## config.mk

```make
export PLATFORM = sky130hd
export DESIGN_NAME = alu_result_stage_flat
export DESIGN_NICKNAME = d
export VERILOG_FILES = /design/src/rtl/alu_stage_pkg.sv /design/src/rtl/alu_result_stage_if.sv /design/src/rtl/result_fifo.sv /design/src/rtl/alu_result_stage.sv /design/src/flat_wrapper.sv
export SDC_FILE = /design/constraint.sdc
export NUM_CORES = 1
export LEC_CHECK = 0
export ABC_AREA = 1
export BUFFER_PORTS_ARGS = -buffer_cell sky130_fd_sc_hd__buf_2
export CORE_ASPECT_RATIO = 0.5
export CORE_MARGIN = 5
export CORE_UTILIZATION = 40
export DETAILED_ROUTE_END_ITERATION = 7
export PLACE_DENSITY = 0.62
export RECOVER_POWER = 50
export SYNTH_ARGS = -nofsm -noshare
export SYNTH_HDL_FRONTEND = slang
export SYNTH_SLANG_ARGS = --single-unit
```

## constraint.sdc

```tcl
create_clock -name clkpos -period 1.7 [get_ports clkpos]
set_input_delay 0.085 -clock clkpos [delete_from_list [all_inputs] [get_ports clkpos]]
set_output_delay 0.085 -clock clkpos [all_outputs]
set_load 0.01 [all_outputs]
```

## src/rtl/alu_stage_pkg.sv

```systemverilog
// ----------------------------------------------------------------------------
// alu_stage_pkg
// Types shared by the ALU output capture stages.
//   alu_stage_state_t : control FSM state of a capture stage (IDLE / SETTLE)
//   alu_result_t      : one captured result, data plus zero/negative flags
//   make_result()     : builds an alu_result_t from a raw mux word
// ----------------------------------------------------------------------------
package alu_stage_pkg;

    localparam int ALU_W = 16;

    typedef enum logic {
        IDLE   = 1'b0,
        SETTLE = 1'b1
    } alu_stage_state_t;

    typedef struct packed {
        logic [ALU_W-1:0] data;
        logic             zero;
        logic             neg;
    } alu_result_t;

    // Flags are derived once, when the word is captured, so the FIFO output
    // path is pure storage with no arithmetic behind it.
    function automatic alu_result_t make_result(input logic [ALU_W-1:0] d);
        alu_result_t r;
        r.data = d;
        r.zero = (d == '0);
        r.neg  = d[ALU_W-1];
        return r;
    endfunction

endpackage

```

## src/rtl/alu_result_stage_if.sv

```systemverilog
// ----------------------------------------------------------------------------
// alu_result_stage_if
// Request and result handshakes of the ALU result capture stage.
//   in_valid / in_ready : request from issuing control (mux will settle)
//   mux_out             : raw 16-bit mux word, sampled at the capture edge
//   out_valid/out_ready : FIFO head handshake towards the consumer
//   out_data/zero/neg   : FIFO head contents
//   busy                : stage is waiting for the mux to settle
// master = issuing control + consumer side, slave = the capture stage.
// ----------------------------------------------------------------------------
interface alu_result_stage_if #(
    parameter int WIDTH = 16
);
    logic             in_valid;
    logic             in_ready;
    logic [WIDTH-1:0] mux_out;
    logic             out_valid;
    logic             out_ready;
    logic [WIDTH-1:0] out_data;
    logic             out_zero;
    logic             out_neg;
    logic             busy;

    modport master (
        output in_valid, mux_out, out_ready,
        input  in_ready, out_valid, out_data, out_zero, out_neg, busy
    );

    modport slave (
        input  in_valid, mux_out, out_ready,
        output in_ready, out_valid, out_data, out_zero, out_neg, busy
    );
endinterface

```

## src/rtl/result_fifo.sv

```systemverilog
// ----------------------------------------------------------------------------
// result_fifo
// Small circular-buffer FIFO of ALU results.
//   clk, rst_n  : clock, asynchronous active-low reset
//   i_push      : write i_push_data at the tail
//   i_pop       : drop the head entry (ignored while empty)
//   o_head      : head entry, all zeros while empty
//   o_full      : count == DEPTH
//   o_empty     : count == 0
//   o_count     : number of stored entries
// The writer is expected to reserve space before pushing; there is no
// overflow protection here.
// ----------------------------------------------------------------------------
module result_fifo
    import alu_stage_pkg::*;
#(
    parameter int  DEPTH = 2,
    parameter type T     = alu_result_t
) (
    input  logic                         clk,
    input  logic                         rst_n,
    input  logic                         i_push,
    input  T                             i_push_data,
    input  logic                         i_pop,
    output T                             o_head,
    output logic                         o_full,
    output logic                         o_empty,
    output logic [$clog2(DEPTH+1)-1:0]   o_count
);
    localparam int PTR_W   = (DEPTH > 1) ? $clog2(DEPTH) : 1;
    localparam int COUNT_W = $clog2(DEPTH+1);

    T                   r_mem [DEPTH];
    logic [PTR_W-1:0]   r_wr_ptr;
    logic [PTR_W-1:0]   r_rd_ptr;
    logic [COUNT_W-1:0] r_count;
    logic               w_pop;

    assign w_pop   = i_pop && !o_empty;
    assign o_full  = (r_count == COUNT_W'(DEPTH));
    assign o_empty = (r_count == '0);
    assign o_count = r_count;
    assign o_head  = o_empty ? T'('0) : r_mem[r_rd_ptr];

    function automatic logic [PTR_W-1:0] next_ptr(input logic [PTR_W-1:0] p);
        return (p == PTR_W'(DEPTH-1)) ? '0 : p + 1'b1;
    endfunction

    // NOTE: storage is reset too, so a stale word can never reach o_head;
    // with DEPTH <= 4 this costs only a handful of flops.
    always_ff @(posedge clk or negedge rst_n) begin
        if (!rst_n) begin
            for (int i = 0; i < DEPTH; i++) r_mem[i] <= '0;
            r_wr_ptr <= '0;
            r_rd_ptr <= '0;
            r_count  <= '0;
        end else begin
            if (i_push) begin
                r_mem[r_wr_ptr] <= i_push_data;
                r_wr_ptr        <= next_ptr(r_wr_ptr);
            end
            if (w_pop) r_rd_ptr <= next_ptr(r_rd_ptr);
            // Simultaneous push and pop leaves the count unchanged.
            case ({i_push, w_pop})
                2'b10:   r_count <= r_count + 1'b1;
                2'b01:   r_count <= r_count - 1'b1;
                default: r_count <= r_count;
            endcase
        end
    end

endmodule

```

## src/rtl/alu_result_stage.sv

```systemverilog
// ----------------------------------------------------------------------------
// alu_result_stage
// Capture stage behind the 16-bit operand/result mux. A request is accepted
// only when the result FIFO has a free entry; the stage then waits
// SETTLE_CYC edges for the mux to settle, samples it with its zero/negative
// flags, and queues it for the consumer.
//   clkpos : single clock, rising edge
//   rst_n  : asynchronous active-low reset (aborts a pending capture)
//   bus    : request + result handshakes (see alu_result_stage_if)
// ----------------------------------------------------------------------------
module alu_result_stage
    import alu_stage_pkg::*;
#(
    parameter int WIDTH      = ALU_W,
    parameter int SETTLE_CYC = 2,
    parameter int DEPTH      = 2
) (
    input  logic              clkpos,
    input  logic              rst_n,
    alu_result_stage_if.slave bus
);
    localparam int CNT_W   = 4;
    localparam int COUNT_W = $clog2(DEPTH+1);

    alu_stage_state_t   r_state;
    logic [CNT_W-1:0]   r_cnt;

    logic               w_accept;
    logic               w_push;
    logic               w_pop;
    logic               w_full;
    logic               w_empty;
    logic [COUNT_W-1:0] w_count;
    alu_result_t        w_push_data;
    alu_result_t        w_head;

    // Ready is held low during reset so nothing upstream sees a handshake
    // complete while the stage is being cleared.
    assign bus.in_ready = (r_state == IDLE) && !w_full && rst_n;
    assign bus.busy     = (r_state == SETTLE);

    assign w_accept    = bus.in_valid && bus.in_ready;
    assign w_push      = (r_state == SETTLE) && (r_cnt == '0);
    assign w_pop       = !w_empty && bus.out_ready;
    assign w_push_data = make_result(bus.mux_out);

    // NOTE: sequential state uses non-blocking assignments only, so every
    // register sees the pre-edge values of its neighbours.
    always_ff @(posedge clkpos or negedge rst_n) begin
        if (!rst_n) begin
            r_state <= IDLE;
            r_cnt   <= '0;
        end else begin
            case (r_state)
                IDLE: begin
                    if (w_accept) begin
                        r_cnt   <= CNT_W'(SETTLE_CYC - 1);
                        r_state <= SETTLE;
                    end
                end
                SETTLE: begin
                    if (r_cnt != '0) begin
                        r_cnt <= r_cnt - 1'b1;
                    end else begin
                        r_state <= IDLE;
                    end
                end
                default: r_state <= IDLE;
            endcase
        end
    end

    // Space was reserved at acceptance and pops only free more, so the
    // capture push needs no full check.
    result_fifo #(
        .DEPTH (DEPTH),
        .T     (alu_result_t)
    ) u_fifo (
        .clk         (clkpos),
        .rst_n       (rst_n),
        .i_push      (w_push),
        .i_push_data (w_push_data),
        .i_pop       (w_pop),
        .o_head      (w_head),
        .o_full      (w_full),
        .o_empty     (w_empty),
        .o_count     (w_count)
    );

    assign bus.out_valid = (w_count != '0);
    assign bus.out_data  = w_head.data;
    assign bus.out_zero  = w_head.zero;
    assign bus.out_neg   = w_head.neg;

endmodule

```

## src/flat_wrapper.sv

```systemverilog
// flat-port wrapper written by rule: the top's interface ports become plain ports
module alu_result_stage_flat import alu_stage_pkg::*;
#(
    parameter int WIDTH      = ALU_W,
    parameter int SETTLE_CYC = 2,
    parameter int DEPTH      = 2
)
  (clkpos, rst_n, bus_in_valid, bus_mux_out, bus_out_ready, bus_in_ready, bus_out_valid, bus_out_data, bus_out_zero, bus_out_neg, bus_busy);
  alu_result_stage_if #(.WIDTH(WIDTH)) bus_i ();
  input  logic clkpos;
  input  logic rst_n;
  input wire logic [$bits(bus_i.in_valid)-1:0] bus_in_valid;
  input wire logic [$bits(bus_i.mux_out)-1:0] bus_mux_out;
  input wire logic [$bits(bus_i.out_ready)-1:0] bus_out_ready;
  output wire logic [$bits(bus_i.in_ready)-1:0] bus_in_ready;
  output wire logic [$bits(bus_i.out_valid)-1:0] bus_out_valid;
  output wire logic [$bits(bus_i.out_data)-1:0] bus_out_data;
  output wire logic [$bits(bus_i.out_zero)-1:0] bus_out_zero;
  output wire logic [$bits(bus_i.out_neg)-1:0] bus_out_neg;
  output wire logic [$bits(bus_i.busy)-1:0] bus_busy;
  assign bus_i.in_valid = bus_in_valid;
  assign bus_i.mux_out = bus_mux_out;
  assign bus_i.out_ready = bus_out_ready;
  assign bus_in_ready = bus_i.in_ready;
  assign bus_out_valid = bus_i.out_valid;
  assign bus_out_data = bus_i.out_data;
  assign bus_out_zero = bus_i.out_zero;
  assign bus_out_neg = bus_i.out_neg;
  assign bus_busy = bus_i.busy;
  alu_result_stage #(.WIDTH(WIDTH), .SETTLE_CYC(SETTLE_CYC), .DEPTH(DEPTH)) u_core (.clkpos(clkpos), .rst_n(rst_n), .bus(bus_i));
endmodule
```

==> flow_summary.yaml, run 1 <==
outcome:
  outcome: "completed"
setup_path:
  cp_slowest_cell: "sky130_fd_sc_hd__dfrtp_1"
  critical_path.n_buffers_inverters: 4
  timing.critical_path.fanout_max: 15
  startpoint: "u_core.u_fifo.o_count[1]$_DFFE_PN0P_"
  start_kind: "register"
  slowest_delay_ps: 380
  worst_path_dominant_cell_family: "buffers and inverters"
  crit_chain: "nor2_1 -> buf_4 -> inv_1 -> buf_6 -> o21ai_0 -> a21oi_1 -> buf_2"
  worst-endpoint-arrival_ps: 1500
  worst_r2r_startpoint: "u_core.r_cnt[0]$_DFFE_PN0P_"
  path_class: "reg2out"
  crit_path_end_kind: "output pin"
  cp.required_ps: 1620
pwr:
  p_sw_w: 0.002025
  share_seq_of_total_power_pct: 37.5
  vdd_ir_drop_max_mv: 0.7020
  power.internal_w: 0.002813
  leakage_power_nw: 1.304
  share_of_power_burned_in_the_clock_network_pct: 12.2
  comb_power_share_pct: 50.3
  p_sw_share_pct: 41.86
  powerDensity_nw_per_um2: 1928
placement:
  detailed_place_hpwl_um: 3444
  dpl_cell_area_um2: 2400
  port_buffers: 40
  routabilityCongestion: 0.8177
clocking:
  cts_tree: "yes"
  clk_latency_ps: 280
  clock-sinks: 43
  clkSlewWorstSetupHoldPaths_ps: 80
  cts-buffers-inserted: 5
  clock_path_buffers: 2
  cts-root-buf: "sky130_fd_sc_hd__clkbuf_8"
  number_of_h_tree_levels: 2
grt:
  grt_max_degree: 31
  gr-usage-all-layers_pct: 15.41
  initial_antenna_violation_count: 0
  grt_pass1_vias: 1892
  grt-ovfl-total: 0
  wire_length_of_the_first_global_routing_pass_um: 8438
synth:
  synth_seq_cells: 43
  synth_compound_area_share_pct: 11.56
  synth-xor-area-share_pct: 1.264
  yosys-mux-area-fraction_pct: 0
  syn_nets: 284
  synth_cells: 262
  warning_count_from_the_yosys_run: 0
  avgSynthCellArea_um2: 7.932
  synthAdderAreaFrac_pct: 1.204
  synth_top_family_by_area: "simple AND/OR/NAND/NOR gates"
  synth_seq_area_share_pct: 51.78
  distinct_cell_type_count_after_synthesis: 22
  simple_gate_share_of_the_synthesized_area_pct: 25.83
  post_synth_instance_area_um2: 2078
timing:
  finalSetupViolCount: 0
  max_clock_freq_ghz: 0.6301
  report.final.hold_viol_count: 0
  hold_slack_ps: 27.99
  slew_viol_final: 0
  timing.setup.tns_ps: 0
  fin_crit_sh_pct: 93.35
  max_slew_margin_pct: 65.02
  min_period_ps: 1587
  fin_skew_ps: 3.839
  worst_slew_pin_slew_ps: 524.6
  grt_setup_unrepaired: "no"
drt:
  drt_drc_violations_left: 0
  dr.pass1.iters: 4
  route.detailed.wl_per_inst_um: 12.26
  drtAntennaViolNets: 0
  drt_iter0_markers: 76
  detail_route.vias_per_cell: 4.753
  wirelength_um: 4671
  total_number_of_vias: 1811
cells_and_area:
  flow.area_growth_from_synthesis_pct: 20.77
  antennaDiodeCount: 0
  layout.nets: 334
  layout.cell_area.non_filler_um2: 2510
  post_route_cells_drive_above_1_share_pct: 20.90
floorplan:
  row_count: 18
  initial_core_util_pct: 41.75
  design.die.area_um2: 6825
  ioPinCount: 41
  die-width_um: 111.9
  core_region_area_um2: 4977
  die_h_um: 60.97
worst_hold_path:
  hp-start: "bus_mux_out[3]"
  min_path_type: "in2reg"
job:
  max-cap-violations: 0
-- power by group through the flow --
stage | logic (W) | registers [W] | clock network, W
after floorplan | 0.00161 | 0.00176 | 0
after global placement | 0.00233 | 0.00182 | 0
after detailed placement | 0.00238 | 0.00184 | 0
after CTS | 0.00242 | 0.00181 | 0.000617
after global routing | 0.00279 | 0.00189 | 0.000658
final | 0.00244 | 0.00181 | 0.000591
-- area by class of cell --
| class | count | area, µm² |
|---|---|---|
| fillers | 497 | 2467 |
| flip-flops and latches | 43 | 1076 |
| multi-input cells | 181 | 847.1 |
| repair buffers | 53 | 319.1 |
| inverters | 28 | 107.6 |
| well taps | 70 | 87.58 |
| clock buffers | 6 | 72.57 |
-- Yosys cell counts --
library cell,instances,area share [%]
sky130_fd_sc_hd__nor2_1,13,2.3
sky130_fd_sc_hd__inv_4,1,0.30
sky130_fd_sc_hd__nor2_4,1,0.54
sky130_fd_sc_hd__inv_2,1,0.18
sky130_fd_sc_hd__clkbuf_1,3,0.54
sky130_fd_sc_hd__inv_1,26,4.7
sky130_fd_sc_hd__nor2_8,1,0.96
sky130_fd_sc_hd__ha_1,2,1.2
sky130_fd_sc_hd__nor2_2,1,0.30
sky130_fd_sc_hd__buf_6,2,1.1
sky130_fd_sc_hd__xor2_1,1,0.42
sky130_fd_sc_hd__nand2_1,98,18
sky130_fd_sc_hd__o21ai_0,29,7.0
sky130_fd_sc_hd__or2_2,2,0.60
sky130_fd_sc_hd__nand2_4,1,0.54
sky130_fd_sc_hd__buf_4,3,1.1
sky130_fd_sc_hd__xnor2_1,2,0.84
sky130_fd_sc_hd__nand4_1,3,0.90
sky130_fd_sc_hd__nand3_1,8,1.9
sky130_fd_sc_hd__dfrtp_1,43,52
sky130_fd_sc_hd__a21oi_1,19,4.6
sky130_fd_sc_hd__buf_2,2,0.48
-- cells in the final DEF (no fill, tap or decap) --
cell type / count
sky130_fd_sc_hd__nor2_2: 1
sky130_fd_sc_hd__inv_4: 1
sky130_fd_sc_hd__xnor2_1: 2
sky130_fd_sc_hd__a21oi_1: 18
sky130_fd_sc_hd__clkbuf_1: 5
sky130_fd_sc_hd__buf_4: 7
sky130_fd_sc_hd__nor2_8: 1
sky130_fd_sc_hd__inv_1: 25
sky130_fd_sc_hd__clkbuf_8: 5
sky130_fd_sc_hd__nand4_1: 3
sky130_fd_sc_hd__buf_12: 2
sky130_fd_sc_hd__nand2_1: 98
sky130_fd_sc_hd__buf_6: 1
sky130_fd_sc_hd__nand3_1: 8
sky130_fd_sc_hd__o21ai_0: 29
sky130_fd_sc_hd__inv_2: 2
sky130_fd_sc_hd__nand2_4: 1
sky130_fd_sc_hd__buf_2: 36
sky130_fd_sc_hd__nor2_4: 1
sky130_fd_sc_hd__or2_2: 2
sky130_fd_sc_hd__dlygate4sd3_1: 1
sky130_fd_sc_hd__ha_2: 1
sky130_fd_sc_hd__nor2_1: 13
sky130_fd_sc_hd__ha_4: 1
sky130_fd_sc_hd__clkbuf_2: 2
sky130_fd_sc_hd__dfrtp_1: 43
sky130_fd_sc_hd__xor2_1: 1
sky130_fd_sc_hd__a21oi_2: 1
-- tightest hold or removal path, delay by kind of cell --
kind	cells	cell delay (ps)
buffers and inverters	1	100
and+or+nand+nor	2	100
-- registers in the layout, indices dropped and copies added, names as in the netlist --
name	cells
u_core.u_fifo.r_mem	34
u_core.r_cnt	4
u_core.u_fifo.o_count	2
u_core.bus.busy	1
u_core.u_fifo.r_rd_ptr	1
u_core.u_fifo.r_wr_ptr	1
-- final timing paths --
check                      slack, ps  cells after the start                                   end
setup / recovery                 110                      7                      bus_out_data[15]
hold / removal                    30                      3   u_core.u_fifo.r_mem[23]$_DFFE_PN0P_
setup reg to reg                 140                      9  u_core.u_fifo.o_count[1]$_DFFE_PN0P_
hold reg to reg                  470                      2   u_core.u_fifo.r_mem[22]$_DFFE_PN0P_
max in group asynchronous        580                      3    u_core.u_fifo.r_mem[7]$_DFFE_PN0P_
min in group asynchronous        260                      2    u_core.u_fifo.r_rd_ptr$_DFFE_PN0P_
-- per-layer routing --
layer / vias up / track usage (%) / routed length, µm
met3: 6 / 3.685 / 187
met1: 859 / 20.29 / 2275
met4: 0 / 5.137 / 51
met2: 29 / 25.81 / 2157
li1: 917 / - / -
met5: - / 0 / 0
-- stage by stage --
step	power (W)	util [%]	worst slack [ps]	cells
after detailed placement	0.004221	48.22	62.97	372
after global routing	0.005333	50.43	10.47	381
after CTS	0.004849	50.03	29.10	380
final	0.004839	50.43	113.0	381
after floorplan	0.003372	-	84.52	262
after global placement	0.004151	48.22	121.0	372
-- kinds of logic after synthesis --
group / count (synthesis)
AND/OR/NAND/NOR: 128
flip-flops: 43
buffers and inverters: 38
AO/OA/AOI/OAI: 48
XOR/XNOR: 3
adder cells (fa/ha/maj): 2
-- what timing repair did --
item | in CTS | in global routing
cloned | 0 | 0
setup endpoints to repair | 2 | 29
endpoints found under the hold margin | 43 | 0
setup buffers | 1 | 1
hold buffers | 1 | 0
resized for setup | 0 | 7
(Power assumes the default switching activity.)
==> run 2: changes to the inputs <==
- CTS_BUF_LIST: unset -> sky130_fd_sc_hd__clkbuf_2 sky130_fd_sc_hd__clkbuf_4 sky130_fd_sc_hd__clkbuf_8
- SKIP_CTS_REPAIR_TIMING: unset -> 1
- SYNTH_HIERARCHICAL: unset -> 1
==> run 2 against run 1 <==
- cell area up 5.0%
- flip-flop and latch count rose by 2
- sequential share of layout area shrank 0.14 points
- via count up 0.17%
- sequential power increased by 3%
- fmax is essentially flat
- worst hold slack improved by 21 ps
- clock-buffer cell count down 1
- clock skew up 1.7 ps
- largest cell class unchanged
- highest routed layer unchanged
==> flow_summary.yaml, run 2 <==
clocking:
  clk_latency_ps: 300
  cts-root-buf: "sky130_fd_sc_hd__clkbuf_8"
  cts-buffers-inserted: 5
  clkSlewWorstSetupHoldPaths_ps: 90
  clock_path_buffers: 2
  cts_tree: "yes"
  number_of_h_tree_levels: 2
  clock-sinks: 45
timing:
  fin_crit_sh_pct: 93.36
  slew_viol_final: 0
  min_period_ps: 1587
  finalSetupViolCount: 0
  fin_skew_ps: 5.512
  worst_slew_pin_slew_ps: 583.2
  max_slew_margin_pct: 61.12
  timing.setup.tns_ps: 0
  grt_setup_unrepaired: "no"
  report.final.hold_viol_count: 0
  max_clock_freq_ghz: 0.6301
setup_path:
  slowest_delay_ps: 400
  critical_path.most_common_cell: "sky130_fd_sc_hd__inv_2"
  worst-endpoint-arrival_ps: 1780
  worst_r2r_startpoint: "u_core/r_cnt[1]$_DFFE_PN0P_"
  cp_slowest_cell: "sky130_fd_sc_hd__dfrtp_1"
  timing.critical_path.fanout_max: 19
  worst_path_dominant_cell_family: "simple AND/OR/NAND/NOR gates"
  startpoint: "u_core/r_cnt[1]$_DFFE_PN0P_"
  cp.required_ps: 1890
  path_class: "reg2reg"
  critical_path.n_buffers_inverters: 4
  start_kind: "register"
  crit_path_end_kind: "register"
  crit_chain: "inv_1 -> ha_4 -> nand4_1 -> inv_2 -> inv_2 -> or2_4 -> buf_12 -> nand2_1 -> o21ai_2"
synth:
  synth_enable_flop_cells: 0
  post-synth-top-count-cell: "sky130_fd_sc_hd__nand2_1"
  synth-main-ff-cell: "sky130_fd_sc_hd__dfrtp_1"
  ys_top_cells_by_count: "sky130_fd_sc_hd__nand2_1 (88), sky130_fd_sc_hd__dfrtp_1 (45), sky130_fd_sc_hd__inv_1 (30)"
  synth.top_cell.area_share_pct: 50.79
  synth_cells: 273
  warning_count_from_the_yosys_run: 6
  distinct_cell_type_count_after_synthesis: 20
  ys_async_sr_fraction_pct: 100.0
  synth_seq_cells: 45
  synth_seq_area_share_pct: 50.79
  netlist_top_cells_area: "sky130_fd_sc_hd__dfrtp_1 (51%), sky130_fd_sc_hd__nand2_1 (15%), sky130_fd_sc_hd__o21ai_2 (7.1%), sky130_fd_sc_hd__inv_1 (5.1%), sky130_fd_sc_hd__o21ai_0 (4.5%)"
  synth_largest_area_cell: "sky130_fd_sc_hd__dfrtp_1"
  syn_nets: 295
  post_synth_instance_area_um2: 2217
  avgSynthCellArea_um2: 8.121
drt:
  drt_drc_violations_left: 0
  drtAntennaViolNets: 0
  route.detailed.wl_per_inst_um: 12.65
  total_number_of_vias: 1814
  wirelength_um: 4972
  drt_iter0_markers: 105
  dr.pass1.iters: 4
  detail_route.vias_per_cell: 4.616
cells_and_area:
  antennaDiodeCount: 0
  layout_common_cells: "sky130_fd_sc_hd__nand2_1 (91), sky130_fd_sc_hd__dfrtp_1 (45), sky130_fd_sc_hd__buf_2 (37), sky130_fd_sc_hd__inv_1 (29), sky130_fd_sc_hd__o21ai_0 (21)"
  filler_cell_count: 537
  largest_reg_flops: 36
  regMostFlops: "u_core/u_fifo/r_mem"
  flow.area_growth_from_synthesis_pct: 18.85
  final_common_cell: "sky130_fd_sc_hd__nand2_1"
  layout.nets: 341
  layout.cell_area.non_filler_um2: 2635
  post_route_cells_drive_above_1_share_pct: 24.38
placement:
  detailed_place_hpwl_um: 3271
  routabilityCongestion: 0.7102
  dpl_cell_area_um2: 2509
  port_buffers: 40
worst_hold_path:
  min_path_type: "in2reg"
  hp-start: "bus_mux_out[7]"
pwr:
  leakage_power_nw: 1.362
  powerDensity_nw_per_um2: 1891
  vdd_ir_drop_max_mv: 0.5526
floorplan:
  initial_core_util_pct: 40.90
  ioPinCount: 41
  design.die.area_um2: 7222
  die-width_um: 115.3
  row_count: 19
  die_h_um: 62.65
  core_region_area_um2: 5420
grt:
  gr-usage-all-layers_pct: 14.06
  grt_max_degree: 44
  grt_pass1_vias: 1657
  grt-ovfl-total: 0
  initial_antenna_violation_count: 0
  wire_length_of_the_first_global_routing_pass_um: 8135
outcome:
  outcome: "completed"
job:
  max-cap-violations: 0
-- run 2: cells by family (layout without fill, tap and decap cells) --
group           Yosys count  in the layout  synth area share [%]
compound gates           59             59                 16.37
xor+xnor                  2              2                0.7902
fa+ha+maj                 2              2                 1.128
buf+inv                  45             92                 9.198
flops                    45             45                 50.79
simple gates            120            120                 21.73
-- run 2: final timing paths --
| kind | to | slack [ps] | cells after the start |
|---|---|---|---|
| setup / recovery | u_core/u_fifo/r_mem[24]$_DFFE_PN0P_ | 110 | 9 |
| hold / removal | u_core/u_fifo/r_mem[27]$_DFFE_PN0P_ | 50 | 3 |
| setup reg to reg | u_core/u_fifo/r_mem[24]$_DFFE_PN0P_ | 110 | 9 |
| hold reg to reg | u_core/u_fifo/r_mem[32]$_DFFE_PN0P_ | 490 | 2 |
| max in group asynchronous | u_core/u_fifo/r_mem[14]$_DFFE_PN0P_ | 620 | 3 |
| min in group asynchronous | u_core/r_cnt[2]$_DFFE_PN0P_ | 190 | 2 |
-- run 2: final cells by class --
class / instances / area (µm²) / area share [%]
Multi-Input combinational cell: 183 / 894.6 / 33.95
Clock inverter: 3 / 22.52 / 0.8547
Inverter: 33 / 123.9 / 4.701
Tap cell: 73 / 91.34 / 3.466
Timing Repair Buffer: 51 / 307.8 / 11.68
Sequential cell: 45 / 1126 / 42.73
Clock buffer: 5 / 68.82 / 2.612
-- run 2: worst register-to-register path, stage by stage, from the launching register on --
cell and delay (ps):
sky130_fd_sc_hd__dfrtp_1 400, sky130_fd_sc_hd__inv_1 110, sky130_fd_sc_hd__ha_4 160, sky130_fd_sc_hd__nand4_1 120
sky130_fd_sc_hd__inv_2 90, sky130_fd_sc_hd__inv_2 40, sky130_fd_sc_hd__or2_4 260, sky130_fd_sc_hd__buf_12 160
sky130_fd_sc_hd__nand2_1 90, sky130_fd_sc_hd__o21ai_2 60
-- run 2: metrics by stage --
stage               util [%]  worst slack [ps]  power [W]  hold slack (ps)  instances
floorplan                  -             14.63   0.003501           -210.6        273
global placement       46.28             88.45   0.004246           -102.1        383
detailed placement     46.28             66.37   0.004323           -95.66        383
CTS                    47.97             52.89   0.004996           -419.3        391
global route           48.62             23.80   0.005462            47.50        393
finish                 48.62             112.9   0.004984            49.42        393
-- run 2: layer usage --
layer,part of all wire [%],vias to the layer above,global-route usage (%)
met4,0.91,0,3.514
met2,45,33,21.54
met3,4.2,5,3.578
li1,-,949,-
met1,50,827,19.84
met5,0,-,0
-- run 2: report_power, final --
group	switching, W	internal, W
clock network	0.000374	0.000288
logic	0.00145	0.00100
registers	0.000284	0.00158
==> run 3: changes to the inputs <==
- clock period: 1.7 -> 1.3 ns (I/O delays scaled with it)
==> run 3 against run 2 <==
- the run now ends with setup timing left
- sequential share of layout area down 7.1 points
- clock skew up 4.9 ps
- fmax up 5.0%
- die area unchanged
- clock-buffer cell count up 2
- first-iteration DRC count up 16%
- worst hold slack worse by 24 ps
- setup slack worse by 320 ps
- combinational power up 95%
- register-to-register slack worse by 320 ps
- critical path depth unchanged
==> flow_summary.yaml, run 3 (synthesized netlist as in run 2, its figures left out) <==
timing:
  finalSetupViolCount: 58
  fin_skew_ps: 10.42
  min_period_ps: 1511
  worst_slew_pin_slew_ps: 739.7
  layout_setup_ws_ps: -211.1
  max_clock_freq_ghz: 0.6618
  slew_viol_final: 0
  grt_setup_unrepaired: "yes"
  fin_crit_sh_pct: 116.2
  max_slew_margin_pct: 50.69
  report.final.hold_viol_count: 0
  timing.setup.tns_ps: -5985
  hold_slack_ps: 25.66
placement:
  dp.cells: 400
  detailed_place_hpwl_um: 3746
  dp_worst_setup_slack_ps: -207.3
  port_buffers: 40
  routabilityCongestion: 0.7298
grt:
  initial_antenna_violation_count: 0
  grt_pass1_vias: 1917
  grt_max_degree: 33
  grt-ovfl-total: 0
  gr-usage-all-layers_pct: 14.96
  wire_length_of_the_first_global_routing_pass_um: 8604
drt:
  drtAntennaViolNets: 0
  drt_iter0_markers: 122
  total_number_of_vias: 2017
  route.detailed.wl_per_inst_um: 13.70
  dr.pass1.iters: 6
  detail_route.vias_per_cell: 4.802
  drt_drc_violations_left: 0
  wirelength_um: 5752
pwr:
  share_of_power_burned_in_the_clock_network_pct: 10.9
  comb_power_share_pct: 58.0
  leakage_power_nw: 1.592
  share_seq_of_total_power_pct: 31.1
  p_sw_share_pct: 41.34
  p_sw_w: 0.003396
  powerDensity_nw_per_um2: 2601
  vdd_ir_drop_max_mv: 0.9775
  post-layout-total-power_w: 0.008215
  power.internal_w: 0.004820
cells_and_area:
  final_cells: 420
  layout_common_cells: "sky130_fd_sc_hd__nand2_1 (65), sky130_fd_sc_hd__dfrtp_1 (45), sky130_fd_sc_hd__buf_2 (38), sky130_fd_sc_hd__inv_1 (24), sky130_fd_sc_hd__nand2_2 (21)"
  regMostFlops: "u_core/u_fifo/r_mem"
  post_route_cells_drive_above_1_share_pct: 46.40
  layout.nets: 368
  multi_input_logic_area_um2: 1097
  largest_reg_flops: 36
  seq_area_um2: 1126
  flow.area_growth_from_synthesis_pct: 42.44
  filler_cell_count: 476
  final_common_cell: "sky130_fd_sc_hd__nand2_1"
  antennaDiodeCount: 0
setup_path:
  worst_path_dominant_cell_family: "simple AND/OR/NAND/NOR gates"
  start_kind: "register"
  timing.critical_path.fanout_max: 19
  ff2ff_setup_slack_ps: -210
  crit_path_end_kind: "register"
  cp_slowest_cell: "sky130_fd_sc_hd__dfrtp_1"
  cp.required_ps: 1490
  crit_chain: "inv_2 -> ha_4 -> nand4_1 -> inv_2 -> inv_2 -> or2_4 -> buf_12 -> nand2_1 -> o21ai_2"
  critical_path.most_common_cell: "sky130_fd_sc_hd__inv_2"
  critical_path.n_buffers_inverters: 4
  slowest_delay_ps: 400
  worst-endpoint-arrival_ps: 1700
  path_class: "reg2reg"
floorplan:
  initial_core_util_pct: 40.90
  row_count: 19
  core_region_area_um2: 5420
  die-width_um: 115.3
  die_h_um: 62.65
  ioPinCount: 41
  design.die.area_um2: 7222
clocking:
  cts-root-buf: "sky130_fd_sc_hd__clkbuf_8"
  clock-sinks: 45
  clock_path_buffers: 2
  number_of_h_tree_levels: 2
  cts-buffers-inserted: 5
  cts_tree: "yes"
  clkSlewWorstSetupHoldPaths_ps: 80
  clk_latency_ps: 300
outcome:
  violations: "setup timing"
  outcome: "finished with violations"
worst_hold_path:
  min_path_type: "in2reg"
job:
  max-cap-violations: 0
==> run 3: cell count changes in the layout (fill, tap and decap cells not counted), sizes merged <==
| cell | before | now |
|---|---|---|
| buf | 43 | 73 |
| clkinvlp | 3 | 1 |
| clkbuf | 12 | 11 |
| clkinv | 1 | 0 |
| inv | 32 | 33 |
==> run 3: worst reg2reg max path, cell delays in order, from the launching register on <==
cell and delay, ps:
sky130_fd_sc_hd__dfrtp_1 400, sky130_fd_sc_hd__inv_2 70, sky130_fd_sc_hd__ha_4 130, sky130_fd_sc_hd__nand4_1 100, sky130_fd_sc_hd__inv_2 90, sky130_fd_sc_hd__inv_2 60, sky130_fd_sc_hd__or2_4 260, sky130_fd_sc_hd__buf_12 160
sky130_fd_sc_hd__nand2_1 70, sky130_fd_sc_hd__o21ai_2 50
==> run 3: per-layer routing <==
metal  wire length [µm]  GRT usage (%)
met5                  0              0
met2               3006          26.30
met1               2428          18.21
met3                242          3.191
met4                 74          4.832
==> run 3: worst paths after layout <==
path / startpoint / endpoint / cells after the start
setup reg to reg: u_core/r_cnt[1]$_DFFE_PN0P_ / u_core/u_fifo/r_mem[32]$_DFFE_PN0P_ / 9
hold reg to reg: u_core/u_fifo/r_mem[3]$_DFFE_PN0P_ / u_core/u_fifo/r_mem[3]$_DFFE_PN0P_ / 2
min in group asynchronous: rst_n / u_core/r_cnt[1]$_DFFE_PN0P_ / 3
max in group asynchronous: rst_n / u_core/u_fifo/r_mem[17]$_DFFE_PN0P_ / 3
hold / removal: bus_mux_out[1] / u_core/u_fifo/r_mem[21]$_DFFE_PN0P_ / 3
setup / recovery: u_core/r_cnt[1]$_DFFE_PN0P_ / u_core/u_fifo/r_mem[32]$_DFFE_PN0P_ / 9
==> run 3: stage by stage <==
stage	util (%)	instance area, µm²
after global routing	58.26	3158
final	58.26	3158
after CTS	50.42	2733
after detailed placement	48.73	2641
after global placement	48.73	2641
after floorplan	-	2253
==> run 3: area by class of cell <==
cell class	instances	share of cell area, %
clock buffers	7	2.655
clock inverters	1	0.2377
inverters	33	4.002
multi-input cells	183	34.75
flip-flops and latches	45	35.66
well taps	73	2.892
repair buffers	78	19.81
==> run 3: power by group through the flow <==
stage | Clock, W | Combinational [W] | Sequential [W]
3_3_place_gp | 0 | 0.00340 | 0.00243
6_report | 0.000894 | 0.00477 | 0.00256
4_1_cts | 0.000915 | 0.00353 | 0.00244
2_1_floorplan | 0 | 0.00226 | 0.00241
3_5_place_dp | 0 | 0.00350 | 0.00246
5_1_grt | 0.00100 | 0.00520 | 0.00264
